**config.mk**
```make
export PLATFORM = sky130hd
export DESIGN_NAME = ctrl_pipe
export DESIGN_NICKNAME = d
export VERILOG_FILES = /design/src/rtl/ctrl_pipe.sv
export SDC_FILE = /design/constraint.sdc
export NUM_CORES = 1
export LEC_CHECK = 0
export ABC_AREA = 1
export CORE_AREA = 2 2 66 68
export DETAILED_ROUTE_END_ITERATION = 6
export DIE_AREA = 0 0 68 70
export GPL_ROUTABILITY_DRIVEN = 0
export GPL_TIMING_DRIVEN = 0
export PLACE_DENSITY = 0.73
export SETUP_SLACK_MARGIN = 0.5
export SYNTH_ARGS = -nofsm -noshare
export SYNTH_HDL_FRONTEND = slang
export SYNTH_SLANG_ARGS = --single-unit
```
**constraint.sdc**
```tcl
create_clock -name clk -period 1.5 [get_ports clk]
set_input_delay 0.3 -clock clk [delete_from_list [all_inputs] [get_ports clk]]
set_output_delay 0.3 -clock clk [all_outputs]
set_load 0.005 [all_outputs]
```
**src/rtl/ctrl_pipe.sv**
```systemverilog
// Pipelined RV32I(+M) control unit.
// The D-stage decoder is combinational. Registered control bundles run D -> E -> M -> W.
// A divide sequencer holds a divide in E for DIV_CYCLES cycles and stalls the front end meanwhile.
// Handshake: none. Stalls are signalled by div_busy. While it is high, E holds its bundle,
// M takes a bubble and W keeps advancing.
module ctrl_pipe #(
    parameter int ENABLE_M   = 1,
    parameter int DIV_CYCLES = 34,
    parameter int CNT_W      = 6
) (
    input  logic       clk,
    input  logic       reset,
    input  logic [6:0] op,
    input  logic [2:0] funct3,
    input  logic [6:0] funct7,
    input  logic       flush_e,
    output logic [2:0] immsrc_d,
    output logic       illegal_d,
    output logic       regwrite_e,
    output logic       memwrite_e,
    output logic       jump_e,
    output logic       branch_e,
    output logic       alusrc_e,
    output logic [1:0] resultsrc_e,
    output logic [3:0] alucontrol_e,
    output logic       muldiv_e,
    output logic [2:0] muldiv_op_e,
    output logic       regwrite_m,
    output logic       memwrite_m,
    output logic [1:0] resultsrc_m,
    output logic       regwrite_w,
    output logic [1:0] resultsrc_w,
    output logic       div_busy,
    output logic       div_done,
    output logic [1:0] div_state
);

    localparam logic [6:0] OP_R     = 7'b0110011;
    localparam logic [6:0] OP_IALU  = 7'b0010011;
    localparam logic [6:0] OP_LOAD  = 7'b0000011;
    localparam logic [6:0] OP_STORE = 7'b0100011;
    localparam logic [6:0] OP_BR    = 7'b1100011;
    localparam logic [6:0] OP_JAL   = 7'b1101111;
    localparam logic [6:0] OP_JALR  = 7'b1100111;
    localparam logic [6:0] OP_LUI   = 7'b0110111;
    localparam logic [6:0] OP_AUIPC = 7'b0010111;

    localparam logic [6:0] F7_BASE = 7'b0000000;
    localparam logic [6:0] F7_ALT  = 7'b0100000;
    localparam logic [6:0] F7_M    = 7'b0000001;

    localparam logic [3:0] ALU_ADD  = 4'h0;
    localparam logic [3:0] ALU_SUB  = 4'h1;
    localparam logic [3:0] ALU_AND  = 4'h2;
    localparam logic [3:0] ALU_OR   = 4'h3;
    localparam logic [3:0] ALU_XOR  = 4'h4;
    localparam logic [3:0] ALU_SLT  = 4'h5;
    localparam logic [3:0] ALU_SLTU = 4'h6;
    localparam logic [3:0] ALU_SLL  = 4'h7;
    localparam logic [3:0] ALU_SRL  = 4'h8;
    localparam logic [3:0] ALU_SRA  = 4'h9;
    localparam logic [3:0] ALU_PASSB = 4'hA;

    localparam logic [CNT_W-1:0] LAST_CNT = CNT_W'(DIV_CYCLES - 1);

    typedef struct packed {
        logic       regwrite;
        logic       memwrite;
        logic       jump;
        logic       branch;
        logic       alusrc;
        logic [1:0] resultsrc;
        logic [3:0] alucontrol;
        logic       muldiv;
        logic [2:0] muldiv_op;
    } ectrl_t;

    typedef enum logic [1:0] {
        S_IDLE = 2'd0,
        S_RUN  = 2'd1,
        S_LAST = 2'd2
    } div_state_t;

    ectrl_t      dec;
    ectrl_t      dec_e;
    ectrl_t      e_q;
    logic [3:0]  alu_f3;
    div_state_t  state_q, state_n;
    logic [CNT_W-1:0] count_q, count_n;
    logic        div_e;

    // ALU operation selected by funct3 for R-type and I-ALU instructions.
    // Subtract needs op[5] so that ADDI is never treated as SUB. SRAI is told apart by funct7[5].
    always_comb begin
        alu_f3 = ALU_ADD;
        case (funct3)
            3'b000:  alu_f3 = (funct7[5] & op[5]) ? ALU_SUB : ALU_ADD;
            3'b001:  alu_f3 = ALU_SLL;
            3'b010:  alu_f3 = ALU_SLT;
            3'b011:  alu_f3 = ALU_SLTU;
            3'b100:  alu_f3 = ALU_XOR;
            3'b101:  alu_f3 = funct7[5] ? ALU_SRA : ALU_SRL;
            3'b110:  alu_f3 = ALU_OR;
            default: alu_f3 = ALU_AND;
        endcase
    end

    // Main decoder: builds the control bundle, the immediate format and the illegal flag.
    always_comb begin
        dec       = '0;
        immsrc_d  = 3'b000;
        illegal_d = 1'b0;
        case (op)
            OP_R: begin
                if (funct7 == F7_BASE || funct7 == F7_ALT) begin
                    dec.regwrite   = 1'b1;
                    dec.alucontrol = alu_f3;
                end else if (ENABLE_M != 0 && funct7 == F7_M) begin
                    dec.regwrite  = 1'b1;
                    dec.muldiv    = 1'b1;
                    dec.muldiv_op = funct3;
                end else begin
                    illegal_d = 1'b1;
                end
            end
            OP_IALU: begin
                dec.regwrite   = 1'b1;
                dec.alusrc     = 1'b1;
                dec.alucontrol = alu_f3;
            end
            OP_LOAD: begin
                dec.regwrite  = 1'b1;
                dec.alusrc    = 1'b1;
                dec.resultsrc = 2'b01;
            end
            OP_STORE: begin
                dec.memwrite = 1'b1;
                dec.alusrc   = 1'b1;
                immsrc_d     = 3'b001;
            end
            OP_BR: begin
                dec.branch     = 1'b1;
                dec.alucontrol = ALU_SUB;
                immsrc_d       = 3'b010;
            end
            OP_JAL: begin
                dec.regwrite  = 1'b1;
                dec.jump      = 1'b1;
                dec.resultsrc = 2'b10;
                immsrc_d      = 3'b011;
            end
            OP_JALR: begin
                dec.regwrite  = 1'b1;
                dec.jump      = 1'b1;
                dec.alusrc    = 1'b1;
                dec.resultsrc = 2'b10;
            end
            OP_LUI: begin
                dec.regwrite   = 1'b1;
                dec.alusrc     = 1'b1;
                dec.alucontrol = ALU_PASSB;
                immsrc_d       = 3'b100;
            end
            OP_AUIPC: begin
                dec.regwrite = 1'b1;
                dec.alusrc   = 1'b1;
                immsrc_d     = 3'b100;
            end
            default: illegal_d = 1'b1;
        endcase
    end

    // Illegal encodings enter E as a bubble.
    assign dec_e = illegal_d ? ectrl_t'('0) : dec;
    assign div_e = e_q.muldiv & e_q.muldiv_op[2];

    // Divide sequencer state register.
    always_ff @(posedge clk) begin
        if (reset) begin
            state_q <= S_IDLE;
            count_q <= '0;
        end else begin
            state_q <= state_n;
            count_q <= count_n;
        end
    end

    // Divide sequencer next state. The first cycle of a divide in E is the IDLE cycle, so busy is raised there.
    // The cycle in which count reaches DIV_CYCLES-1 is the final, non-stalling cycle.
    always_comb begin
        state_n  = state_q;
        count_n  = count_q;
        div_busy = 1'b0;
        div_done = 1'b0;
        case (state_q)
            S_IDLE: begin
                if (div_e) begin
                    if (DIV_CYCLES <= 1) begin
                        div_done = 1'b1;
                    end else begin
                        div_busy = 1'b1;
                        count_n  = CNT_W'(1);
                        state_n  = (count_n == LAST_CNT) ? S_LAST : S_RUN;
                    end
                end
            end
            S_RUN: begin
                div_busy = 1'b1;
                count_n  = count_q + CNT_W'(1);
                if (count_n == LAST_CNT) begin
                    state_n = S_LAST;
                end
            end
            S_LAST: begin
                div_done = 1'b1;
                count_n  = '0;
                state_n  = S_IDLE;
            end
            default: begin
                count_n = '0;
                state_n = S_IDLE;
            end
        endcase
    end

    assign div_state = state_q;

    // Pipeline registers. Priority is reset, then divide hold, then flush, then advance.
    always_ff @(posedge clk) begin
        if (reset) begin
            e_q         <= '0;
            regwrite_m  <= 1'b0;
            memwrite_m  <= 1'b0;
            resultsrc_m <= 2'b00;
            regwrite_w  <= 1'b0;
            resultsrc_w <= 2'b00;
        end else begin
            regwrite_w  <= regwrite_m;
            resultsrc_w <= resultsrc_m;
            if (div_busy) begin
                regwrite_m  <= 1'b0;
                memwrite_m  <= 1'b0;
                resultsrc_m <= 2'b00;
            end else begin
                regwrite_m  <= e_q.regwrite;
                memwrite_m  <= e_q.memwrite;
                resultsrc_m <= e_q.resultsrc;
                e_q         <= flush_e ? ectrl_t'('0) : dec_e;
            end
        end
    end

    assign regwrite_e   = e_q.regwrite;
    assign memwrite_e   = e_q.memwrite;
    assign jump_e       = e_q.jump;
    assign branch_e     = e_q.branch;
    assign alusrc_e     = e_q.alusrc;
    assign resultsrc_e  = e_q.resultsrc;
    assign alucontrol_e = e_q.alucontrol;
    assign muldiv_e     = e_q.muldiv;
    assign muldiv_op_e  = e_q.muldiv_op;

endmodule

```
; ---- Word level (Yosys, flattened, before mapping)
; Cells that the tools add are included.
; W data, S select, Z words.
[word_totals]
regBits = 30
word_cells = 82
[op_classes]
addsub = 1
n_mux = 30
n_eq_ne = 22
reduce_logical = 11
bitwise_logic = 2
[op_table]
columns = cell, count
row1 = $mux W15, 2
row2 = $eq A7 B6 Y1 const B, 4
row3 = $pmux W4 S7, 1
row4 = $eq A7 B7 Y1 const B, 3
row5 = $mux W4, 4
row6 = $pmux W4 S4, 1
row7 = $eq A7 B5 Y1 const B, 2
row8 = $mux W1, 12
row9 = $pmux W3 S4, 1
row10 = $pmux W6 S2, 1
row11 = $reduce_or A6 Y1, 2
row12 = $eq A3 B3 Y1 const B, 3
row13 = $pmux W2 S2, 2
row14 = $reduce_or A8 Y1, 1
row15 = $eq A7 B1 Y1 const B, 1
row16 = $eq A7 B2 Y1 const B, 1
row17 = $logic_not A7 Y1, 1
row18 = $add A6 B1 Y6 const B, 1
row19 = $eq A3 B2 Y1 const B, 2
row20 = $eq A6 B6 Y1 const B, 1
row21 = $mux W6, 1
row22 = $pmux W1 S2, 3
row23 = $reduce_or A2 Y1, 3
row24 = $mux W2, 2
row25 = other kinds (9), 11

; ---- Depth between registers and ports, before layout
; Gate-level depths: netlist (run 1).
[logic_depth]
ltp_word = 7
depth_mapped = 11
ltp_nobuf = 11

; ---- Worst setup path before layout (run 1)
; Ideal clock, no wire load.
[synth_path]
kind = input-to-output
from = input port op[1]
to = output port illegal_d
arrival_time_ps = 1027
path_slack_ps = 173
t_required_ps = 1200
n_path_buf = 0
cell_stages = 9
path_cell_list = nand2_1 > inv_2 > nand2_1 > nor2_2 > nor2_2 > clkinv_1 > nor2_2 > nand3_1 > nand2_1
[synth_via]
elab_chain_len = 3
[synth_lines]
columns = element, line
row1 = start: declaration, 13  ; input logic [6:0] op,
row2 = $eq A7 B5 Y1 (tied with other cells), 113  ; case (op)
row3 = $reduce_or A8 Y1 (no line), -
row4 = $pmux W1 S2 (*), 113
row5 = end: declaration, 18  ; output logic illegal_d,
; Mark *: on every way between the ends. The rest lies on a longest branch, timed or not.

; ---- Final worst setup path (run 1)
[layout_path]
from = input port op[0]
to = output port illegal_d
; The elaborated chain is that of the path after synthesis.

==> results of run 1 <==
==> layout by cell type, fill, tap and decap left out, types with 3 or more instances in the layout <==
master,n
inv_4,8
nor2_4,13
nand4_1,4
nand3_4,6
buf_4,35
nor2_1,11
inv_2,4
nand2_1,30
inv_1,16
buf_8,5
nand2_4,8
nor2_2,7
buf_6,43
clkinv_2,3
nand3_1,7
clkbuf_8,6
dfxtp_1,4
dfxtp_2,19
buf_2,25
a21oi_1,14
dfxtp_4,7
or2_4,3
a21oi_2,8
nand2_2,13
nand3_2,11
==> critical path, cell delays in order <==
cell and delay, ns:
buf_6 0.10, nand2_4 0.07, inv_6 0.05, nand2_8 0.08, nor3_4 0.04, nor2_2 0.15, clkinv_2 0.09, nor2_4 0.10
nand3_2 0.08, nand2_2 0.06, buf_2 0.10
==> per-layer routing <==
| metal | vias to the layer above | track usage (%) |
|---|---|---|
| li1 | 941 | - |
| met1 | 907 | 27.92 |
| met2 | 91 | 38.62 |
| met3 | 19 | 4.670 |
| met4 | 0 | 10.44 |
| met5 | - | 0 |
==> cells in the mapped netlist, types with 3 or more instances <==
master / instances / area [um2]
nand3_1: 21 / 105.1
nand2_2: 3 / 18.77
nand3_2: 3 / 30.03
nand4_1: 4 / 25.02
nor3_1: 4 / 20.02
xor2_1: 4 / 35.03
dfxtp_1: 30 / 600.6
nor2_1: 22 / 82.58
clkbuf_1: 3 / 11.26
inv_2: 6 / 22.52
or2_2: 4 / 25.02
nand2_1: 49 / 183.9
inv_1: 24 / 90.09
nor2_2: 7 / 43.79
a21oi_1: 22 / 110.1
==> per-stage QoR <==
stage | setup TNS [ns] | std cells | hold slack, ns
finish | -0.02288 | 395 | 0.3389
global route | -0.2428 | 395 | 0.3484
CTS | 0 | 380 | 0.3481
detailed placement | -9.886 | 323 | 0.4155
global placement | -9.434 | 323 | 0.4089
floorplan | 0 | 224 | 0.4196
==> layout make-up <==
type / count / area [um2]
tap: 52 / 65.06
sequential: 30 / 650.6
fill: 235 / 890.9
buffer: 6 / 45.04
inverter: 33 / 171.4
multi-input combinational: 155 / 1221
clock buffer: 7 / 86.33
timing repair buffer: 111 / 1008
clock inverter: 1 / 5.005
==> kinds of logic after synthesis <==
logic type	Yosys count	synth area share [%]
adders and majority gates	2	1.593
AOI/OAI and AO/OA	25	8.208
buffers and inverters	39	10.20
DFF	30	38.25
and+or+nand+nor	123	38.96
xor gates and xnor gates	5	2.789
==> registers in the layout, indices dropped and copies added, names as in the netlist <==
register and count:
count_q 6, memwrite_m 1, muldiv_e 1, regwrite_e 1, regwrite_m 1, alucontrol_e 4, jump_e 1, resultsrc_w 2
regwrite_w 1, muldiv_op_e 3, div_state 2, memwrite_e 1, branch_e 1, resultsrc_m 2, alusrc_e 1, resultsrc_e 2
==> power groups by stage <==
| stage | sequential [W] | clock [W] | combinational (W) |
|---|---|---|---|
| 2_1_floorplan | 0.000815 | 0 | 0.0000801 |
| 3_3_place_gp | 0.000815 | 0 | 0.000166 |
| 3_5_place_dp | 0.000815 | 0 | 0.000167 |
| 4_1_cts | 0.000786 | 0.000662 | 0.000212 |
| 5_1_grt | 0.000786 | 0.000721 | 0.000257 |
| 6_report | 0.000786 | 0.000674 | 0.000241 |
==> worst min-delay path by stage <==
| stage | cells past startpoint | endpoint | startpoint |
|---|---|---|---|
| after floorplan | 2 | regwrite_w | regwrite_m |
| after global placement | 2 | resultsrc_w[0] | resultsrc_m[0] |
| after detailed placement | 2 | regwrite_w | regwrite_m |
| after CTS | 3 | muldiv_op_e[2] | funct3[2] |
| after global routing | 3 | muldiv_op_e[2] | funct3[2] |
| final | 3 | muldiv_op_e[2] | funct3[2] |
==> repair_timing <==
action,CTS,global route
pin swaps,47,33
setup endpoints to repair,56,57
gates resized for setup,278,68
setup buffers,49,14
cloned,0,1
==> results.cfg, run 1 <==
[status]
status = finished with violations
violations = negative setup slack

[clock_network]
root_buffer = clkbuf_8
h-tree-depth = 2
postCtsHoldBufs = 0
clk_path_buf_depth = 2
clk_pin_slew_worst_paths_ns = 0.06
cts_tree = done
clk_latency_ns = 0.28
cts_buffers = 5
cts_sinks = 30

[routing]
dr_wl_met2_mm = 3.315
route.met3.wl_um = 382
routed.top_layer = met4
avgViaCountPerCell = 4.957
first_iter_violations = 140
first_pass_iters = 5
vias = 1958
totalWireLength_mm = 6.224
wl_per_cell_um = 15.76
wl_met1_mm = 2.328
ant_nets = 0
drc = 0

[floorplan]
core-area_um2 = 4144
die_h_um = 70
dieArea_um2 = 4760
initial_core_util_pct = 37.89
die_width_um = 68
io_pins = 50
rows = 24

[worst_setup_path]
cp_max_fo = 4
crit_path_end = illegal_d
cp-end-kind = output port
cp-startpoint = op[0]
reg2reg_depth = 8
start_kind = primary input
critPathArrivalTime_ns = 1.22
rrSetupSlack_ns = 0.13
r2r_start = div_state[0]
crit_required_ns = 1.20
worst-setup-path-type = primary input to output port
reg2reg_to = count_q[4]

[power_and_ir_drop]
seq_power_share_pct = 46.2
power_leakage_nw = 1.456
peakVddDrop_mv = 0.2810
power_frac_clock_pct = 39.6
internal_power_w = 0.001267
power_frac_comb_pct = 14.1
switching_share_pct = 25.53
total_power_w = 0.001701
switchingPower_w = 0.0004344
power.density_nw_per_um2 = 523.0

[cells_and_area]
fin_nets = 364
area.growth.synth_to_final_pct = 107.2
fin_util_pct = 78.50
stdcell_area_um2 = 3253
num_antenna_cells = 0
drive_gt1_share_pct = 71.43

[global_route]
grtUsageTotal_pct = 23.16
grt_pass1_vias = 1874
antenna_found_initial = 0
grt_max_degree = 11
grt_pass1_wl_mm = 8.480
grt_overflow = 0

[synthesis]
yosys_warnings = 0
synth_area_per_cell_um2 = 7.010
async_flop_share_pct = 0
synth_seq_cells = 30
synth-edff-count = 0
synth_top_flop_cell = dfxtp_1
synth-seq-area-share_pct = 38.25
synth.distinct_cells = 29
synth_fp_nets = 246
synth_area_um2 = 1570
syn_inst = 224

[timing]
skew_ns = 0.004669
worstMarginPinSlew_ns = 0.4679
hold_viol = 0
setup_violations = 2
fin_ws_ns = -0.02149
maxSlewViolCount = 0
rsz0062_at_grt = yes
period_share_pct = 101.4
max_slew_margin_pct = 68.81
min_period_ns = 1.521
max_freq_ghz = 0.6573

[placement]
post-place-ws_ns = -1.079
io_buffers = 47
dp_hpwl_mm = 2.750
placed_area_um2 = 2270

[job]
maxCapViolCount = 0

[worst_hold_path]
hp-class = primary input to flop
Note: power is estimated with default switching activity, not from simulation.
==> run 2, diff against run 1 <==
--- a/config.mk
+++ b/config.mk
@@ -6,12 +6,13 @@
 export NUM_CORES = 1
 export LEC_CHECK = 0
 export ABC_AREA = 1
-export CORE_AREA = 2 2 66 68
+export CORE_AREA = 2 2 62 64
 export DETAILED_ROUTE_END_ITERATION = 6
-export DIE_AREA = 0 0 68 70
+export DIE_AREA = 0 0 64 66
 export GPL_ROUTABILITY_DRIVEN = 0
 export GPL_TIMING_DRIVEN = 0
-export PLACE_DENSITY = 0.73
+export HOLD_SLACK_MARGIN = 0.03
+export PLACE_DENSITY = 0.81
 export SETUP_SLACK_MARGIN = 0.5
 export SYNTH_ARGS = -nofsm -noshare
 export SYNTH_HDL_FRONTEND = slang
==> results.cfg, run 2 (same netlist as run 1, synthesis figures left out) <==
[timing]
min_period_ns = 1.622
maxSlewViolCount = 0
worstMarginPinSlew_ns = 0.5746
hold_viol = 0
setup_violations = 4
max_slew_margin_pct = 61.69
period_share_pct = 108.1
fin_ws_ns = -0.1219
max_freq_ghz = 0.6166
skew_ns = 0.007228
rsz0062_at_grt = yes

[cells_and_area]
largest_reg_flops = 6
top_register = count_q
area.growth.synth_to_final_pct = 90.84
num_antenna_cells = 0
fin_nets = 346
layout_commonest_cell = nand2_1
fillerInstances = 182
drive_gt1_share_pct = 65.94
fin_util_pct = 84.39
final_cell_mix = nand2_1 (38), buf_6 (36), buf_4 (26), buf_2 (20), dfxtp_2 (17)

[power_and_ir_drop]
peakVddDrop_mv = 0.2534
power.density_nw_per_um2 = 505.0
total_power_w = 0.001513
power_leakage_nw = 1.293

[floorplan]
initial_core_util_pct = 44.22
core-area_um2 = 3551
die_h_um = 66
die_width_um = 64
dieArea_um2 = 4224
rows = 22
io_pins = 50

[routing]
wl_per_cell_um = 17.75
avgViaCountPerCell = 5.458
ant_nets = 0
totalWireLength_mm = 6.587
first_iter_violations = 181
first_pass_iters = 5
vias = 2025
drc = 0

[clock_network]
postCtsHoldBufs = 0
clk_latency_ns = 0.34
cts_tree = done
h-tree-depth = 2
cts_sinks = 30
clk_path_buf_depth = 2
root_buffer = clkbuf_4
cts_buffers = 5
clk_pin_slew_worst_paths_ns = 0.09

[job]
maxCapViolCount = 0

[worst_setup_path]
critPathArrivalTime_ns = 1.32
crit_required_ns = 1.20
cp-end-kind = output port
start_kind = primary input
worst-setup-path-type = primary input to output port
cp_max_fo = 3

[global_route]
antenna_found_initial = 0
grt_pass1_wl_mm = 8.121
grt_pass1_vias = 1809
grtUsageTotal_pct = 24.59
grt_overflow = 0
grt_max_degree = 11

[worst_hold_path]
hp-class = primary input to flop

[placement]
dp_hpwl_mm = 2.788
io_buffers = 47

[status]
status = finished with violations
violations = negative setup slack
## run 2: where the power goes
part / internal, W / total, W / switching, W / leakage (nW)
Combinational: 0.000106 / 0.000237 / 0.000131 / 1.01
Clock: 0.000211 / 0.000492 / 0.000282 / 0.0302
Sequential: 0.000783 / 0.000784 / 0.000000987 / 0.257
## run 2: layout make-up
cell class,count,area (um2),share of cell area [%]
clock buffers,6,51.30,1.712
plain buffers,6,41.29,1.378
multi-input cells,155,1180,39.37
flip-flops and latches,30,651.9,21.75
repair buffers,93,845.8,28.23
inverters,33,166.4,5.553
well taps,48,60.06,2.004
## run 2: critical path, cell delays in order
cell	delay [ns]
buf_6	0.10
nand2_4	0.08
inv_6	0.05
nand2_8	0.08
nor3_4	0.04
nor2_4	0.13
clkinv_2	0.10
nor2_4	0.12
nand3_2	0.09
nand2_2	0.11
buf_2	0.12
## run 2: path summary, 6_finish.rpt
| check | start | endpoint | slack, ns | depth (start not counted) |
|---|---|---|---|---|
| hold reg to reg | resultsrc_m[1] | resultsrc_w[1] | 0.43 | 2 |
| setup reg to reg | div_state[0] | muldiv_op_e[2] | 0.01 | 9 |
| setup / recovery | op[1] | illegal_d | -0.12 | 11 |
| hold / removal | funct3[2] | muldiv_op_e[2] | 0.32 | 3 |
## run 2: timing repair
item                                    in CTS  in global routing
endpoints found under the hold margin        0                  0
endpoints found under the setup margin      56                 57
setup buffers                               29                 16
pin swaps                                   30                 35
gates cloned                                 1                  0
resized for setup                          245                 71
## run 2: through the flow
stage | setup WS, ns | cell area, um2 | hold WS [ns] | instances | setup TNS [ns]
2_1_floorplan | 0.2480 | 1734 | 0.4196 | 224 | 0
3_3_place_gp | -1.065 | 2265 | 0.4082 | 319 | -9.373
3_5_place_dp | -1.076 | 2265 | 0.4131 | 319 | -9.681
4_1_cts | -0.001405 | 2611 | 0.3028 | 355 | -0.002309
5_1_grt | -0.1666 | 2997 | 0.3066 | 371 | -0.5547
6_report | -0.1219 | 2997 | 0.3175 | 371 | -0.2921
## run 2: routing by layer
layer | global-route usage, % | vias up | wire length, um
met2 | 48.18 | 129 | 3431
met3 | 3.918 | 43 | 431
met4 | 7.609 | 0 | 463
li1 | - | 907 | -
met1 | 26.74 | 946 | 2261
met5 | 0 | - | 0
